===== src/rtl/operand_triple_loader_pkg.sv =====
// ---------------------------------------------------------------------------
// operand_triple_loader_pkg
//   Shared types for the operand triple loader: the load-side FSM that frames
//   the serial a/b/c word stream, the output-side FSM that commits triples to
//   the datapath, and a helper sizing the latency counter.
// ---------------------------------------------------------------------------
package operand_triple_loader_pkg;

  // Load side: which operand the next accepted word fills. FULL means a
  // complete triple sits in staging waiting to be committed.
  typedef enum logic [1:0] {
    LD_A = 2'd0,
    LD_B = 2'd1,
    LD_C = 2'd2,
    FULL = 2'd3
  } ld_state_t;

  // Output side: IDLE (nothing in flight), WAIT (datapath settling after a
  // commit), HOLD (res_valid up, waiting for the consumer).
  typedef enum logic [1:0] {
    IDLE = 2'd0,
    WAIT = 2'd1,
    HOLD = 2'd2
  } out_state_t;

  localparam int DATAWIDTH_DEF  = 64;
  localparam int DP_LATENCY_DEF = 2;

  // Counter width able to hold DP_LATENCY; never below one bit so an illegal
  // latency still elaborates far enough to hit the explicit error.
  function automatic int lat_cnt_w(input int lat);
    return (lat < 1) ? 1 : $clog2(lat + 1);
  endfunction

endpackage


===== src/rtl/operand_triple_loader_latency_timer.sv =====
// ---------------------------------------------------------------------------
// operand_triple_loader_latency_timer
//   Counts the datapath settling time after a commit. Loading sets the count
//   to DP_LATENCY; it then decrements once per edge and stops at zero.
//   o_done is high in the cycle whose closing edge takes the count to zero,
//   i.e. the edge after which the datapath x/z registers hold the result.
// Ports
//   clk     in   clock, rising edge
//   rst     in   synchronous active-high reset (count -> 0)
//   i_load  in   restart the count at DP_LATENCY
//   o_done  out  this edge completes the latency window
// ---------------------------------------------------------------------------
module operand_triple_loader_latency_timer
  import operand_triple_loader_pkg::*;
#(
  parameter int DP_LATENCY = DP_LATENCY_DEF
) (
  input  logic clk,
  input  logic rst,
  input  logic i_load,
  output logic o_done
);

  localparam int CW = lat_cnt_w(DP_LATENCY);

  // A zero-latency datapath would need a combinational commit->result path,
  // which this block does not provide.
  generate
    if (DP_LATENCY < 1) begin : g_bad_latency
      $error("operand_triple_loader: DP_LATENCY must be at least 1");
    end
  endgenerate

  logic [CW-1:0] r_cnt;

  always_ff @(posedge clk) begin
    if (rst) begin
      r_cnt <= '0;
    end else if (i_load) begin
      r_cnt <= CW'(DP_LATENCY);
    end else if (r_cnt != '0) begin
      r_cnt <= r_cnt - CW'(1);
    end
  end

  assign o_done = (r_cnt == CW'(1)) && !i_load;

endmodule


===== src/rtl/operand_triple_loader.sv =====
// ---------------------------------------------------------------------------
// operand_triple_loader
//   Upstream feeder for the generated s4 datapath. Operand words arrive one at
//   a time (a, then b, then c) on a valid/ready stream; in_first tags word a.
//   Words are framed into a staging triple; a complete triple is committed to
//   a/b/c in a single edge and held stable until the next commit, because the
//   datapath has no enable of its own. res_valid rises once the datapath
//   output registers reflect the committed triple and stays up until taken.
//   Staging of the next triple overlaps the WAIT/HOLD of the current one.
// Ports
//   clk        in   clock, rising edge
//   rst        in   synchronous active-high reset
//   in_data    in   operand word, two's complement
//   in_first   in   word is operand a
//   in_valid   in   in_data/in_first valid
//   in_ready   out  a word can be accepted this cycle (not a function of in_valid)
//   a, b, c    out  committed operands to the datapath, registered
//   res_valid  out  datapath x/z correspond to a/b/c
//   res_ready  in   consumer takes x/z this cycle
//   seq_err    out  sticky framing-violation flag, cleared only by rst
// ---------------------------------------------------------------------------
module operand_triple_loader
  import operand_triple_loader_pkg::*;
#(
  parameter int DATAWIDTH  = DATAWIDTH_DEF,
  parameter int DP_LATENCY = DP_LATENCY_DEF
) (
  input  logic                        clk,
  input  logic                        rst,
  input  logic [DATAWIDTH-1:0]        in_data,
  input  logic                        in_first,
  input  logic                        in_valid,
  output logic                        in_ready,
  output logic signed [DATAWIDTH-1:0] a,
  output logic signed [DATAWIDTH-1:0] b,
  output logic signed [DATAWIDTH-1:0] c,
  output logic                        res_valid,
  input  logic                        res_ready,
  output logic                        seq_err
);

  // -------------------------------------------------------------------------
  // State and datapath registers
  // -------------------------------------------------------------------------
  ld_state_t            r_ld_state;
  ld_state_t            w_ld_next;
  out_state_t           r_out_state;
  out_state_t           w_out_next;

  logic [DATAWIDTH-1:0] r_stage_a;
  logic [DATAWIDTH-1:0] r_stage_b;
  logic [DATAWIDTH-1:0] r_stage_c;
  logic [DATAWIDTH-1:0] r_a;
  logic [DATAWIDTH-1:0] r_b;
  logic [DATAWIDTH-1:0] r_c;
  logic                 r_res_valid;
  logic                 r_seq_err;

  logic                 w_in_ready;
  logic                 w_accept;
  logic                 w_ld_a;
  logic                 w_ld_b;
  logic                 w_ld_c;
  logic                 w_set_err;
  logic                 w_commit;
  logic                 w_rv_set;
  logic                 w_rv_clr;
  logic                 w_timer_done;
  logic                 w_full;

  // Ready depends only on registered state and rst, so in_valid never loops
  // back into in_ready. Holding it low during rst makes in_valid inert there.
  assign w_full     = (r_ld_state == FULL);
  assign w_in_ready = !rst && !w_full;
  assign w_accept   = in_valid && w_in_ready;

  // -------------------------------------------------------------------------
  // Load FSM: frames the word stream into stage_a/b/c
  // -------------------------------------------------------------------------
  always_ff @(posedge clk) begin
    if (rst) begin
      r_ld_state <= LD_A;
    end else begin
      r_ld_state <= w_ld_next;
    end
  end

  always_comb begin
    w_ld_next = r_ld_state;
    w_ld_a    = 1'b0;
    w_ld_b    = 1'b0;
    w_ld_c    = 1'b0;
    w_set_err = 1'b0;
    unique case (r_ld_state)
      LD_A: begin
        if (w_accept) begin
          if (in_first) begin
            w_ld_a    = 1'b1;
            w_ld_next = LD_B;
          end else begin
            // No start marker yet: the word belongs to no triple.
            w_set_err = 1'b1;
          end
        end
      end
      LD_B: begin
        if (w_accept) begin
          if (in_first) begin
            // Early start marker: restart the triple from this word.
            w_ld_a    = 1'b1;
            w_set_err = 1'b1;
          end else begin
            w_ld_b    = 1'b1;
            w_ld_next = LD_C;
          end
        end
      end
      LD_C: begin
        if (w_accept) begin
          if (in_first) begin
            w_ld_a    = 1'b1;
            w_set_err = 1'b1;
            w_ld_next = LD_B;
          end else begin
            w_ld_c    = 1'b1;
            w_ld_next = FULL;
          end
        end
      end
      FULL: begin
        if (w_commit) begin
          w_ld_next = LD_A;
        end
      end
      default: w_ld_next = LD_A;
    endcase
  end

  // Staging is cleared on reset so a partial triple can never leak into a
  // later commit.
  always_ff @(posedge clk) begin
    if (rst) begin
      r_stage_a <= '0;
      r_stage_b <= '0;
      r_stage_c <= '0;
    end else begin
      if (w_ld_a) r_stage_a <= in_data;
      if (w_ld_b) r_stage_b <= in_data;
      if (w_ld_c) r_stage_c <= in_data;
    end
  end

  always_ff @(posedge clk) begin
    if (rst) begin
      r_seq_err <= 1'b0;
    end else if (w_set_err) begin
      r_seq_err <= 1'b1;
    end
  end

  // -------------------------------------------------------------------------
  // Output FSM: commit, wait out the datapath latency, hold for the consumer
  // -------------------------------------------------------------------------
  always_ff @(posedge clk) begin
    if (rst) begin
      r_out_state <= IDLE;
    end else begin
      r_out_state <= w_out_next;
    end
  end

  always_comb begin
    w_out_next = r_out_state;
    w_commit   = 1'b0;
    w_rv_set   = 1'b0;
    w_rv_clr   = 1'b0;
    unique case (r_out_state)
      IDLE: begin
        if (w_full) begin
          w_commit   = 1'b1;
          w_out_next = WAIT;
        end
      end
      WAIT: begin
        if (w_timer_done) begin
          w_rv_set   = 1'b1;
          w_out_next = HOLD;
        end
      end
      HOLD: begin
        if (r_res_valid && res_ready) begin
          w_rv_clr = 1'b1;
          // Back-to-back: the handshake edge doubles as the next commit.
          if (w_full) begin
            w_commit   = 1'b1;
            w_out_next = WAIT;
          end else begin
            w_out_next = IDLE;
          end
        end
      end
      default: w_out_next = IDLE;
    endcase
  end

  operand_triple_loader_latency_timer #(
    .DP_LATENCY (DP_LATENCY)
  ) u_latency_timer (
    .clk    (clk),
    .rst    (rst),
    .i_load (w_commit),
    .o_done (w_timer_done)
  );

  // a/b/c move only on a commit edge; everything downstream relies on that.
  always_ff @(posedge clk) begin
    if (rst) begin
      r_a <= '0;
      r_b <= '0;
      r_c <= '0;
    end else if (w_commit) begin
      r_a <= r_stage_a;
      r_b <= r_stage_b;
      r_c <= r_stage_c;
    end
  end

  always_ff @(posedge clk) begin
    if (rst) begin
      r_res_valid <= 1'b0;
    end else if (w_rv_set) begin
      r_res_valid <= 1'b1;
    end else if (w_rv_clr) begin
      r_res_valid <= 1'b0;
    end
  end

  assign in_ready  = w_in_ready;
  assign a         = r_a;
  assign b         = r_b;
  assign c         = r_c;
  assign res_valid = r_res_valid;
  assign seq_err   = r_seq_err;

endmodule


===== config.mk =====
export PLATFORM = sky130hd
export DESIGN_NAME = operand_triple_loader
export DESIGN_NICKNAME = d
export VERILOG_FILES = /design/src/rtl/operand_triple_loader_pkg.sv /design/src/rtl/operand_triple_loader_latency_timer.sv /design/src/rtl/operand_triple_loader.sv
export SDC_FILE = /design/constraint.sdc
export NUM_CORES = 1
export LEC_CHECK = 0
export ABC_CLOCK_PERIOD_IN_PS = 2800
export CAP_MARGIN = 25
export CORE_ASPECT_RATIO = 1.5
export CORE_MARGIN = 2
export CORE_UTILIZATION = 38
export DETAILED_ROUTE_END_ITERATION = 12
export PLACE_DENSITY = 0.67
export SETUP_SLACK_MARGIN = 0.3
export SKIP_CTS_REPAIR_TIMING = 1
export SLEW_MARGIN = 30
export SYNTH_ARGS = -nofsm -noshare
export SYNTH_HDL_FRONTEND = slang
export SYNTH_HIERARCHICAL = 1
export SYNTH_SLANG_ARGS = --single-unit

===== constraint.sdc =====
create_clock -name clk -period 2.8 [get_ports clk]
set_input_delay 0.56 -clock clk [delete_from_list [all_inputs] [get_ports clk]]
set_output_delay 0.56 -clock clk [all_outputs]
set_load 0.02 [all_outputs]

==> flow_summary.ini, run 1 <==
[layout]
drive_gt1_share_pct = 5.17
seq_area_um2 = 7850
n_fill_cell = 3511
layout_common_cells = nand2_1 (770), a21oi_1 (392), dfxtp_1 (392), clkdlybuf4s50_1 (261), clkbuf_16 (41)
design_area_um2 = 17900
fin_nets = 1996
area_delta_synth_final_pct = 30.8
multi_input_area_um2 = 5160
fin_cells = 2433
layout_commonest_cell = nand2_1

[die]
die_height_um = 237
chipWidth_um = 159
fp.dieArea_um2 = 37600
num_rows = 85
start_util_pct = 38.3
core_um2 = 35700
io_pins = 264

[setup_path]
cp_cell_sequence = clkdlybuf4s50_1
critPathKind = register to output pin
slowest_delay_ns = 0.65
path_buf_inv = 1
r2r_end = r_out_state[0]$_SDFFE_PP0P_
end_kind = output pin
cpMaxStageDelayCell = clkdlybuf4s50_1
reg2regPathDepth = 6
worst_setup_path_start_kind = register
arrival_ns = 1.57
reg2reg_slack_ns = 0.69
critical_path.max_fanout = 5
cp.required_ns = 2.24
reg2reg_from = r_ld_state[1]$_SDFFE_PP0P_
cp_top_family = buffers and inverters

[timing]
slew_violations = 0
rsz0062_at_grt = no
final_hold_viol_count = 0
finClkSkew_ns = 0.0152
layout_worst_path_cycle_share_pct = 76.2
post-route-min-period_ns = 2.13
worstMarginPinSlew_ns = 0.877
tns_ns = 0
fmax_mhz = 469
setup_viol = 0
relSlewSlack_pct = 41.5

[status]
status = finished clean

[placement]
gp_congestion = 0.809
port_buffers = 263
dpl.cell_count = 2360
dp_hpwl_um = 23600
placed_cell_area_um2 = 16600

[synth]
synth_top_cell_by_area = dfxtp_1
synth_cell_types = 29
ys.flop_type = dfxtp_1
syn_nets = 1795
yosysWarnings = 6
syn_inst = 1721
synth_edf_count = 0
async_reset_ff_share_pct = 0
netlist.area_leader.share_pct = 57.3
syn_area_per_cell_um2 = 7.96
ys_seq_elements = 392
syn_area_um2 = 13700
seq_area_frac_synth_pct = 57.3
synth.area.top_cells = dfxtp_1 (57%), nand2_1 (21%), a21oi_1 (14%)

[power_and_ir_drop]
p_sw_uw = 2960
leakage_uw = 0.00584
p_int_uw = 9330
seq_power_share_pct = 47.0
sw_frac_of_total_pct = 24.1
p_clk_share_pct = 44.4
combPwrFrac_pct = 8.6
peakVddDrop_mv = 0.434
power_density_nw_per_um2 = 686

[global_route]
grt_pass1_vias = 11200
grt_max_degree = 98
antenna_found_initial = 3
grtUsageTotal_pct = 19.3
grt_overflow = 0
grt_first_pass_wirelength_um = 59100

[detailed_routing]
drt-vias-per-instance = 4.89
drc_errors = 0
wl_um = 37900
dr.pass1.iters = 5
routedWlPerCell_um = 15.6
drt-initial-drc-count = 713
vias = 11900
drtAntennaViolNets = 0

[clock_tree]
root_buffer = clkbuf_16
worst_skew_pair.late_latency_ns = 0.53
clk_pin_slew_ns = 0.07
clock_sinks = 392
h-tree-depth = 2
cts_buffers = 38
clock_path_buffers = 3
cts_tree = done

[job]
maxCapViolations = 0

[min_path]
hold_path_end = r_stage_b[58]$_SDFFE_PP0P_
hp-class = input port to register
hold_start = rst
whs_path_depth = 2
## how the worst max path moves through the flow
| stage | from | endpoint | slack (ns) | cells past startpoint |
|---|---|---|---|---|
| 5_1_grt | r_ld_state[1]$_SDFFE_PP0P_ | res_valid$_SDFFE_PP0P_ | 0.49 | 8 |
| 3_3_place_gp | res_ready | res_valid$_SDFFE_PP0P_ | 0.28 | 9 |
| 4_1_cts | r_ld_state[0]$_SDFFE_PP0P_ | in_ready | 0.25 | 3 |
| 3_5_place_dp | res_ready | r_out_state[0]$_SDFFE_PP0P_ | 0.28 | 7 |
| 6_report | res_valid$_SDFFE_PP0P_ | res_valid | 0.67 | 1 |
| 2_1_floorplan | rst | in_ready | 0.68 | 4 |
## cell families (layout without fill, tap and decap cells)
logic type | after synthesis | after routing | share of synthesized area [%]
AND/OR/NAND/NOR | 794 | 794 | 22.4
AO/OA/AOI/OAI | 397 | 397 | 14.6
flip-flops | 392 | 392 | 57.3
buffers and inverters | 131 | 362 | 5.12
adder cells (fa/ha/maj) | 5 | 5 | 0.457
multiplexers | 2 | 2 | 0.164
other | 0 | 3 | 0
## sequential cells by signal, summed over array words and instances (netlist names)
register / cells
c: 64
r_stage_a: 64
r_stage_c: 64
r_stage_b: 64
u_latency_timer/r_cnt: 2
seq_err: 1
a: 64
b: 64
r_out_state: 2
res_valid: 1
r_ld_state: 2
## synthesized netlist by cell type (all sizes together) (2+ instances only)
master  count
a21oi     392
and2        3
buf        45
clkbuf     81
dfxtp     392
ha          5
inv         5
mux2        2
nand2     773
nor2        7
nor4b       3
o21ai       2
or3         2
## per-stage QoR
stage / hold slack (ns) / util (%) / power, uW / worst slack (ns)
2_1_floorplan: 0.424 / - / 6600 / 0.683
3_3_place_gp: 0.435 / 46.3 / 6950 / 0.282
3_5_place_dp: 0.444 / 46.3 / 6980 / 0.285
4_1_cts: 0.389 / 50.1 / 12400 / 0.248
5_1_grt: 0.411 / 50.1 / 12700 / 0.491
6_report: 0.416 / 50.1 / 12300 / 0.667
## area by class of cell
cell class / count / share of cell area, %
flip-flops and latches: 392 / 43.8
multi-input cells: 1198 / 28.8
repair buffers: 287 / 16.4
clock buffers: 54 / 6.28
well taps: 478 / 3.34
clock inverters: 16 / 1.25
inverters: 5 / 0.133
diodes: 3 / 0.0419
## power groups by stage
| stage | logic, uW | clock network [uW] | registers (uW) |
|---|---|---|---|
| final | 1060 | 5460 | 5790 |
| after global routing | 1160 | 5770 | 5800 |
| after CTS | 1070 | 5560 | 5780 |
| after detailed placement | 1070 | 0 | 5910 |
| after global placement | 1050 | 0 | 5900 |
| after floorplan | 687 | 0 | 5910 |
## per-layer routing
layer	track usage (%)	share of wire, %	up-vias
li1	-	-	5921
met5	0	0	-
met1	22.4	40	5595
met2	35.3	52	318
met3	2.98	4.7	73
met4	7.55	3.1	0
Power figures use the tool's default switching activity.
==> run 2: changes to the inputs <==
ABC_CLOCK_PERIOD_IN_PS = 1900   (was 2800)
PLACE_DENSITY = 0.69   (was 0.67)
clock period = 1.9 ns   (was 2.8 ns; I/O delays follow)
==> run 2 against run 1 <==
Clock skew shrank 0.0021 ns. The flow now finishes with violations (negative setup slack). Combinational power grew to 2.7 times the previous value. First-iteration DRC count grew 42%.
==> flow_summary.ini, run 2 (synthesis results as in run 1) <==
[status]
status = finished, violations left
violations = negative setup slack

[timing]
slew_violations = 0
relSlewSlack_pct = 43.1
layout_worst_path_cycle_share_pct = 102
final_hold_viol_count = 0
setup_viol = 1
fmax_mhz = 518
worstMarginPinSlew_ns = 0.853
hold-worst-slack_ns = 0.112
layout_setup_ws_ns = -0.0311
finClkSkew_ns = 0.0130
tns_ns = -0.0311
rsz0062_at_grt = yes
post-route-min-period_ns = 1.93

[detailed_routing]
wl_um = 49900
drt-vias-per-instance = 5.21
routedWlPerCell_um = 19.8
drt-initial-drc-count = 1011
dr.pass1.iters = 5
drc_errors = 0
drtAntennaViolNets = 0
vias = 13100

[clock_tree]
cts_tree = done
worst_skew_pair.late_latency_ns = 0.53
root_buffer = clkbuf_16
clock_sinks = 392
cts_buffers = 37
clock_path_buffers = 3
h-tree-depth = 2
clk_pin_slew_ns = 0.07

[placement]
dp_slack_ns = -0.209
placed_cell_area_um2 = 17000
gp_congestion = 0.798
port_buffers = 263
dp_hpwl_um = 24600

[setup_path]
cp_top_family = simple AND/OR/NAND/NOR gates
slowest_delay_ns = 0.36
worst_setup_path_start_kind = register
reg2reg_from = r_ld_state[0]$_SDFFE_PP0P_
cpMaxStageDelayCell = dfxtp_4
path_buf_inv = 3
critPathLaunch = r_ld_state[0]$_SDFFE_PP0P_
cp_cell_sequence = buf_4, ha_4, nor4b_4, and2_4, buf_12, clkbuf_16, nand2_1, a21oi_1
critPathKind = register to register
reg2reg_slack_ns = -0.03
critical_path.max_fanout = 8
end_kind = register
cp.required_ns = 2.34
arrival_ns = 2.37

[power_and_ir_drop]
p_sw_uw = 4940
sw_frac_of_total_pct = 25.6
p_clk_share_pct = 40.7
combPwrFrac_pct = 14.9
p_int_uw = 14300
leakage_uw = 0.0111
peakVddDrop_mv = 0.539
power_density_nw_per_um2 = 899
seq_power_share_pct = 44.3

[layout]
n_fill_cell = 3018
drive_gt1_share_pct = 21.9
design_area_um2 = 21500
fin_nets = 2090
area_delta_synth_final_pct = 56.6
layout_commonest_cell = nand2_1
layout_common_cells = nand2_1 (637), dfxtp_1 (389), a21oi_1 (284), dlymetal6s2s_1 (194), a21oi_2 (107)
seq_area_um2 = 7860
multi_input_area_um2 = 6490
post-route-util_pct = 60.0

[die]
fp.dieArea_um2 = 37600
chipWidth_um = 159
start_util_pct = 38.3
num_rows = 85
core_um2 = 35700
io_pins = 264
die_height_um = 237

[min_path]
hp-class = input port to register
hold_start = rst

[global_route]
grt_first_pass_wirelength_um = 60000
grt_pass1_vias = 11400
grt_overflow = 0
antenna_found_initial = 4
grt_max_degree = 158
grtUsageTotal_pct = 19.6

[job]
maxCapViolations = 0
[run 2: cell count changes in the layout (fill, tap and decap cells not counted), moves of 12 or more]
cell	previous run	this run
a21oi_2	0	107
dlymetal6s2s_1	1	194
nand2_1	770	637
buf_6	0	12
clkbuf_16	41	74
a21oi_1	392	284
clkdlybuf4s50_1	261	67
nand2_2	3	49
buf_12	9	35
nand2_4	0	85
buf_4	15	28
[run 2: per-layer routing]
layer  wire length, um  up-vias  track usage, %
li1                  -     6150               -
met4              2100        2            7.80
met2             25000      467            35.2
met5                16        -               0
met1             19600     6389            23.0
met3              3160      128            3.57
[run 2: area by class of cell]
| cell class | instances | share of cell area, % |
|---|---|---|
| diodes | 3 | 0.0350 |
| multi-input cells | 1201 | 30.2 |
| well taps | 478 | 2.79 |
| clock inverters | 8 | 0.665 |
| clock buffers | 56 | 5.31 |
| flip-flops and latches | 392 | 36.6 |
| repair buffers | 379 | 24.2 |
| inverters | 5 | 0.146 |
[run 2: final timing paths]
path,endpoint,depth (start not counted)
worst max-delay path,r_stage_a[30]$_SDFFE_PP0P_,8
worst min-delay path,r_stage_c[63]$_SDFFE_PP0P_,2
worst max register to register,r_stage_a[30]$_SDFFE_PP0P_,8
worst min register to register,r_stage_b[17]$_SDFFE_PP0P_,2
[run 2: power groups by stage]
stage | logic [uW] | registers, uW | clock network (uW)
after floorplan | 1040 | 8720 | 0
after global placement | 1750 | 8710 | 0
after detailed placement | 1780 | 8720 | 0
after CTS | 1790 | 8540 | 7950
after global routing | 3020 | 8560 | 8270
final | 2880 | 8550 | 7850
[run 2: worst reg2reg max path: stages (launching register included)]
cell and delay, ns:
dfxtp_4 0.36, buf_4 0.15, ha_4 0.16, nor4b_4 0.35, and2_4 0.33, buf_12 0.13, clkbuf_16 0.15, nand2_1 0.07
a21oi_1 0.15
[run 2: metrics by stage]
stage	total power, uW	instances
after CTS	18300	2450
after floorplan	9760	1721
final	19300	2522
after global routing	19900	2522
after global placement	10500	2386
after detailed placement	10500	2386
